`config.mk`:
```
export PLATFORM = sky130hd
export DESIGN_NAME = dmem_miss_handler
export DESIGN_NICKNAME = d
export VERILOG_FILES = /design/src/rtl/dmem_miss_handler.sv
export SDC_FILE = /design/constraint.sdc
export NUM_CORES = 1
export LEC_CHECK = 0
export BUFFER_PORTS_ARGS = -buffer_cell sky130_fd_sc_hd__buf_2
export CAP_MARGIN = 20
export CORE_AREA = 2 2 100 102
export CTS_CLUSTER_SIZE = 24
export DETAILED_ROUTE_END_ITERATION = 7
export DIE_AREA = 0 0 102 104
export PLACE_DENSITY = 0.79
export RECOVER_POWER = 100
export SLEW_MARGIN = 15
export SYNTH_ARGS = -nofsm -noshare
export SYNTH_HDL_FRONTEND = slang
export SYNTH_SLANG_ARGS = --single-unit
```
`constraint.sdc`:
```
create_clock -name clk_i -period 3.5 [get_ports clk_i]
set_input_delay 0.175 -clock clk_i [delete_from_list [all_inputs] [get_ports clk_i]]
set_output_delay 0.175 -clock clk_i [all_outputs]
set_load 0.01 [all_outputs]
```
`src/rtl/dmem_miss_handler.sv`:
```
// Data-memory miss handler: accepts one aligned load/store, retries on miss with a
// fixed back-off, and faults on illegal requests or too many misses. Optional MissCount via DMEM_MISS_COUNT_EN.
module dmem_miss_handler #(
  parameter int unsigned RETRY_WAIT = 4,
  parameter int unsigned MAX_RETRY  = 7
) (
  input  logic        clk_i,
  input  logic        rst_i,
  input  logic        reqRead_i,
  input  logic        reqWrite_i,
  input  logic [31:0] reqAddress_i,
  input  logic [31:0] reqWriteData_i,
  input  logic [31:0] ReadData_i,
  input  logic        DMemError_i,
  output logic        memRead_o,
  output logic        memWrite_o,
  output logic [31:0] Address_o,
  output logic [31:0] WriteData_o,
  output logic        Stall_o,
  output logic [31:0] LoadData_o,
  output logic        LoadValid_o,
`ifdef DMEM_MISS_COUNT_EN
  output logic [15:0] MissCount_o,
`endif
  output logic        AccessFault_o
);

  // state  | meaning
  // IDLE   | waiting for a pipeline request
  // ACCESS | strobe issued this cycle, DMemError sampled at its end
  // WAIT   | back-off between a miss and its retry
  // FAULT  | one-cycle AccessFault pulse
  typedef enum logic [1:0] {IDLE, ACCESS, WAIT, FAULT} state_e;

  localparam logic [3:0] WaitLoad = 4'(RETRY_WAIT - 1);
  localparam logic [3:0] MaxRetry = 4'(MAX_RETRY);

  state_e      state_q;
  logic        is_read_q;
  logic [3:0]  retry_q;
  logic [3:0]  retry_d;
  logic [3:0]  wait_q;
  logic        mem_read_q;
  logic        mem_write_q;
  logic [31:0] addr_q;
  logic [31:0] wdata_q;
  logic [31:0] load_data_q;
  logic        load_valid_q;
  logic        fault_q;
  logic        req_any;
  logic        req_ok;

  assign req_any = reqRead_i | reqWrite_i;
  assign req_ok  = (reqRead_i ^ reqWrite_i) && (reqAddress_i[1:0] == 2'b00);
  assign retry_d = retry_q + 4'd1;

  always_ff @(posedge clk_i or posedge rst_i) begin
    if (rst_i) begin
      state_q      <= IDLE;
      is_read_q    <= 1'b0;
      retry_q      <= 4'd0;
      wait_q       <= 4'd0;
      mem_read_q   <= 1'b0;
      mem_write_q  <= 1'b0;
      addr_q       <= 32'd0;
      wdata_q      <= 32'd0;
      load_data_q  <= 32'd0;
      load_valid_q <= 1'b0;
      fault_q      <= 1'b0;
    end else begin
      mem_read_q   <= 1'b0;
      mem_write_q  <= 1'b0;
      load_valid_q <= 1'b0;
      fault_q      <= 1'b0;
      case (state_q)
        IDLE: begin
          if (req_ok) begin
            addr_q      <= reqAddress_i;
            wdata_q     <= reqWriteData_i;
            is_read_q   <= reqRead_i;
            retry_q     <= 4'd0;
            mem_read_q  <= reqRead_i;
            mem_write_q <= reqWrite_i;
            state_q     <= ACCESS;
          end else if (req_any) begin
            fault_q <= 1'b1;
            state_q <= FAULT;
          end
        end
        ACCESS: begin
          if (!DMemError_i) begin
            if (is_read_q) begin
              load_data_q  <= ReadData_i;
              load_valid_q <= 1'b1;
            end
            state_q <= IDLE;
          end else begin
            retry_q <= retry_d;
            if (retry_d == MaxRetry) begin
              fault_q <= 1'b1;
              state_q <= FAULT;
            end else begin
              wait_q  <= WaitLoad;
              state_q <= WAIT;
            end
          end
        end
        WAIT: begin
          // Strobe is registered, so it is raised on the edge that enters ACCESS.
          if (wait_q == 4'd0) begin
            mem_read_q  <= is_read_q;
            mem_write_q <= ~is_read_q;
            state_q     <= ACCESS;
          end else begin
            wait_q <= wait_q - 4'd1;
          end
        end
        FAULT: state_q <= IDLE;
        default: state_q <= IDLE;
      endcase
    end
  end

`ifdef DMEM_MISS_COUNT_EN
  logic [15:0] miss_cnt_q;

  always_ff @(posedge clk_i or posedge rst_i) begin
    if (rst_i) begin
      miss_cnt_q <= 16'd0;
    end else if (state_q == ACCESS && DMemError_i && miss_cnt_q != 16'hFFFF) begin
      miss_cnt_q <= miss_cnt_q + 16'd1;
    end
  end

  assign MissCount_o = miss_cnt_q;
`endif

  assign memRead_o     = mem_read_q;
  assign memWrite_o    = mem_write_q;
  assign Address_o     = addr_q;
  assign WriteData_o   = wdata_q;
  assign LoadData_o    = load_data_q;
  assign LoadValid_o   = load_valid_q;
  assign AccessFault_o = fault_q;
  assign Stall_o       = (state_q != IDLE) || req_any;

endmodule

```
Word level (Yosys, flattened, before mapping)

Index checks and enable logic that the tools add are counted.

Reductions and logical operators: 13
Shift operators: 0
Equality and inequality tests: 10
Mux-type cells: 27
Add/subtract/negate cells: 2
$lt $le $gt $ge: 0
Divide/modulo/power cells: 0
Multiply operators: 0
Bitwise gates (word level): 4

Operators with widths:

| kind                                                                   | number |
|---|---|
| 4-bit 2-to-1 mux                                                       | 5 |
| 4-bit one-hot mux with 2 select lines                                  | 2 |
| 1-bit 2-to-1 mux                                                       | 12 |
| 2-bit inequality test (second input constant)                          | 5 |
| 2-bit 2-to-1 mux                                                       | 4 |
| 2-bit one-hot mux with 4 select lines                                  | 1 |
| 1-bit one-hot mux with 2 select lines                                  | 3 |
| 3-bit AND reduction                                                    | 2 |
| 2-bit nonzero test                                                     | 3 |
| 4-bit by 1-bit adder with 4-bit output (second input constant)         | 1 |
| 2-bit equality test (second input constant)                            | 2 |
| 4-bit by 3-bit equality test with 1-bit output (second input constant) | 1 |
| 2-bit logical NOT                                                      | 2 |
| 4-bit logical NOT                                                      | 1 |
| 2-bit AND reduction                                                    | 2 |
| 4-bit AND reduction                                                    | 1 |
| 4-bit by 1-bit subtractor with 4-bit output (second input constant)    | 1 |
| 3-bit inequality test (second input constant)                          | 1 |
| 2-bit by 1-bit equality test with 1-bit output (second input constant) | 1 |
| 1-bit inverter                                                         | 2 |
| 1-bit logical AND                                                      | 1 |
| 1-bit logical OR                                                       | 1 |
| 1-bit bitwise OR                                                       | 1 |
| 1-bit bitwise XOR                                                      | 1 |

RAM bits: 0
Latch bits: 0
Output and inout port bits: 101
Memories: 0
ROM bits: 0
Register bits after elaboration: 111

Depth between registers and ports, before layout

Word-level depth: 5
Mapped depth: 9
Depth with buffers taken out: 6

Least setup slack after synthesis

No wires, ideal clock.

Kind: input to register
Start point: input reqWrite_i
End point: register addr_q[2], in the netlist Address_o[2]
Cell stages on the path: 9
Path slack: 1.770 ns
Data arrival time: 1.614 ns
Data required time: 3.383 ns
Buffers on the path: 3
Library setup time: 0.117 ns
Cell sequence: inv_1 -> ha_1 -> or3b_1 -> or3_1 -> clkbuf_1 -> buf_6 -> buf_6 -> nand2_1 -> nand2_1

Longest elaborated chain between the ends: 3

RTL lines:

| element                       | line | text |
|---|---|---|
| start: declaration            | 10   | `input logic reqWrite_i,` |
| 1-bit bitwise XOR             | 54   | `assign req_ok = (reqRead_i ^ reqWrite_i) && (reqAddress_i[1:0] == 2'b00);` |
| 1-bit logical AND             | 54   |  |
| 2-bit AND reduction (no line) | -    |  |
| end signal: assignment        | 78   | `addr_q <= reqAddress_i;` |
| end: declaration              | 45   | `logic [31:0] addr_q;` |

No other way between the ends.
A chain may end at the register's enable or synchronous reset.

Worst setup path in the final report

Start point: input reqRead_i
End point: register is_read_q

Longest elaborated chain between the ends: 3

RTL lines:

| element                       | line | text |
|---|---|---|
| start: declaration            | 9    | `input logic reqRead_i,` |
| 1-bit bitwise XOR             | 54   |  |
| 1-bit logical AND             | 54   |  |
| 2-bit AND reduction (no line) | -    |  |
| end signal: assignment        | 80   | `is_read_q <= reqRead_i;` |
| end: declaration              | 39   | `logic is_read_q;` |

Parallel ways exist; a longest one is shown, timed or not.

==> summary.txt <==
Run status
  – Outcome: finished, final reports clean

GRT
  – First-pass GRT wire length: ~17000 microns
  – Total track usage: 0.205
  – Initial antenna violation count: 0
  – Grt total ovfl: 0
  – Vias in the first global route: 3782
  – Pin count of the biggest net entering global routing: 87

Timing
  – Final Setup Violations: 0
  – Max Freq: 0.449 GHz
  – Pins Over Slew Limit: 0
  – Setup TNS: 0 ns
  – Clock Skews: 0.0112 ns
  – Minimum period implied by the final worst setup slack: approximately 2.2 ns
  – Slew @ Worst Pin: 1.36 ns
  – Fin. Hold Viols: 0
  – RSZ-0062 raised after global routing: false
  – Slew HR: 0.0934
  – Final period util: 0.636

Setup path
  – Worst r2r src: state_q[0]$_DFFE_PP0P_
  – Crit path kind: in2reg
  – CP arrival: 2.48 ns
  – Flop2flop setup slack: 1.40 ns
  – Critical R2R Capture: is_read_q$_DFFE_PP0P_
  – Cell depth of the worst flop-to-flop path: 4
  – Worst Setup End Kind: flip-flop
  – CP Launch Type: input port
  – Max Fanout on Critical Path: 32
  – Required time of the worst setup path: 3.76 ns

Clock network
  – Clock tree buffer depth: 2
  – Clock root cell: clkbuf_8
  – CTS tree: done
  – Worst skew pair latency: 0.35 ns
  – Post-CTS setup buffer count: 0
  – Num CTS Buffers: 9
  – Number of clock sinks: 111
  – # H-tree levels: 3
  – Reg clk slew, reported paths: approximately 0.1 ns

Placement
  – GP Congestion: approximately 0.76
  – Port bufs: 201
  – Half-perimeter wire length after placement: 7560 microns

Floorplanning
  – Die area: ~11000 sq um
  – Height of the die: 104 microns
  – I/O pin total: between 200 and 250
  – Core footprint: 9550 sq um
  – Rows: 36
  – Initial Utilization: 0.460
  – DIE WIDTH: 102 microns

Worst hold path
  – Hold path cells: 3
  – Hold crit path type: in2reg
  – Worst hold endpoint: Address_o[10]$_DFFE_PP0P_
  – Worst Hold Launch: reqAddress_i[10]

Route
  – # DRC: 0
  – Drt total wl: ~11000 microns
  – 1st-iter DRT viols: 99
  – DR pass1 iterations: 4
  – WL/cell: 13.9 microns
  – Antenna Violating Nets Remaining: 0
  – Vias per cell: 4.76
  – Routed vias: around 3800

Yosys
  – Yosys top cell area share: 0.633
  – Syn avg cell area: 10.5 sq um
  – Yosys cell types: 33
  – Area contributors post-synth: dfrtp_1 (63%), nand2_1 (17%), mux2_2 (6.2%)
  – FFs w/ async S/R, synth: 1.00
  – Largest area contributor in the netlist: dfrtp_1
  – Mapped Area: 4390 sq um
  – Post-synth EDFFs: 0
  – Synth Flop Type: dfrtp_1
  – Syn Nets: between 500 and 600
  – Yosys reg bits: 111
  – Sequential area share after synthesis: 0.633
  – Synth Instances: around 420
  – Ys Warns: 0

Layout
  – Layout cell share with drive strength beyond 1: 0.217
  – Most common cell after layout, fill and taps aside: nand2_1
  – Final core utilization: 0.626
  – Commonest non-fill, non-tap cells in the layout: nand2_1 (196), dfrtp_1 (111), clkbuf_1 (106), buf_2 (99), dlygate4sd3_1 (37)
  – Layout area overhead: 36.2%
  – ANT cells: 0
  – Nets: 758

Power and ir drop
  – Switching Fraction: 0.363
  – Clock share of power: 0.189
  – PwrDens: 787 nW/um^2
  – Seq pwr share: 0.466
  – Switch Pwr: between 1.5 and 2 mW
  – Leak Pwr: approximately 3 nW
  – Gate power share: 0.345
  – Maximum vdd ir drop: 0.322 mV
  – Int Power: 3.00 mW

Flow run
  – Number of max-cap violations: 0
per-layer routing:
layer  vias to the layer above  routed length [microns]  GRT usage
li1                       1788                        -          -
met1                      1809                     4310      0.236
met2                       156                     5860      0.372
met3                        10                      730     0.0430
met4                         0                      121     0.0686
met5                         -                        0          0
flip-flops by register name (all words and copies together), names as in the netlist:
register / cells
LoadData_o: 32
Address_o: 32
AccessFault_o: 1
retry_q: 4
is_read_q: 1
memWrite_o: 1
state_q: 2
WriteData_o: 32
memRead_o: 1
LoadValid_o: 1
wait_q: 4
through the flow:
step	std cells	setup WS (ns)	hold WS, ns	power (mW)	cell area [sq um]
after CTS	788	1.56	0.000120	4.87	6090
final	791	1.27	0.0134	4.70	5980
after floorplan	417	0.394	0.280	3.15	4390
after global routing	791	0.976	0.00193	5.03	5980
after detailed placement	737	1.18	0.372	3.94	5510
after global placement	736	1.10	0.363	3.84	5490
how the worst max path moves through the flow:
stage	startpoint	endpoint	depth (start not counted)	slack, ns
3_5_place_dp	reqRead_i	retry_q[2]$_DFFE_PP0P_	8	1.18
5_1_grt	rst_i	retry_q[0]$_DFFE_PP0P_	5	0.98
4_1_cts	reqRead_i	retry_q[2]$_DFFE_PP0P_	8	1.56
6_report	reqRead_i	is_read_q$_DFFE_PP0P_	8	1.27
3_3_place_gp	reqRead_i	retry_q[2]$_DFFE_PP0P_	7	1.10
2_1_floorplan	rst_i	AccessFault_o$_DFF_PP0_	1	0.39
Yosys cell counts (3+ instances only):
| cell type | instances |
|---|---|
| ha_1 | 4 |
| buf_6 | 4 |
| mux2_1 | 8 |
| clkbuf_1 | 5 |
| o22ai_1 | 4 |
| dfrtp_1 | 111 |
| nor2_1 | 4 |
| inv_1 | 11 |
| buf_2 | 11 |
| nand3_1 | 3 |
| and2_1 | 4 |
| mux2_2 | 24 |
| nand2_1 | 196 |
area by class of cell:
| class | count | area, sq um |
|---|---|---|
| repair buffers | 245 | 1320 |
| fillers | 848 | 3570 |
| clock buffers | 10 | 128 |
| flip-flops and latches | 111 | 2780 |
| multi-input cells | 275 | 1440 |
| inverters | 11 | 42.5 |
| clock inverters | 6 | 109 |
| well taps | 133 | 166 |
power groups by stage:
stage	sequential, mW	combinational [mW]	clock (mW)
floorplan	2.42	0.727	0
global placement	2.17	1.67	0
detailed placement	2.19	1.75	0
CTS	2.17	1.78	0.917
global route	2.26	1.81	0.958
finish	2.19	1.62	0.890
what timing repair did:
action	in CTS	in global routing
hold buffers	35	2
resized for setup	0	0
hold endpoints to repair	35	22
cell families after synthesis:
| logic type | after synthesis | synth area share |
|---|---|---|
| xor gates and xnor gates | 3 | 0.00599 |
| DFF | 111 | 0.633 |
| adders and majority gates | 4 | 0.0114 |
| AOI/OAI and AO/OA | 15 | 0.0234 |
| buffers and inverters | 31 | 0.0365 |
| muxes | 34 | 0.0867 |
| and+or+nand+nor | 219 | 0.203 |
critical path, cell delays in order:
cell	delay (ns)
buf_2	0.08
inv_1	0.03
ha_1	0.27
or3b_1	0.40
nor3_1	0.20
clkbuf_1	1.00
nand2_1	0.18
o21ai_0	0.14
Note: power is estimated with default switching activity, not from simulation.
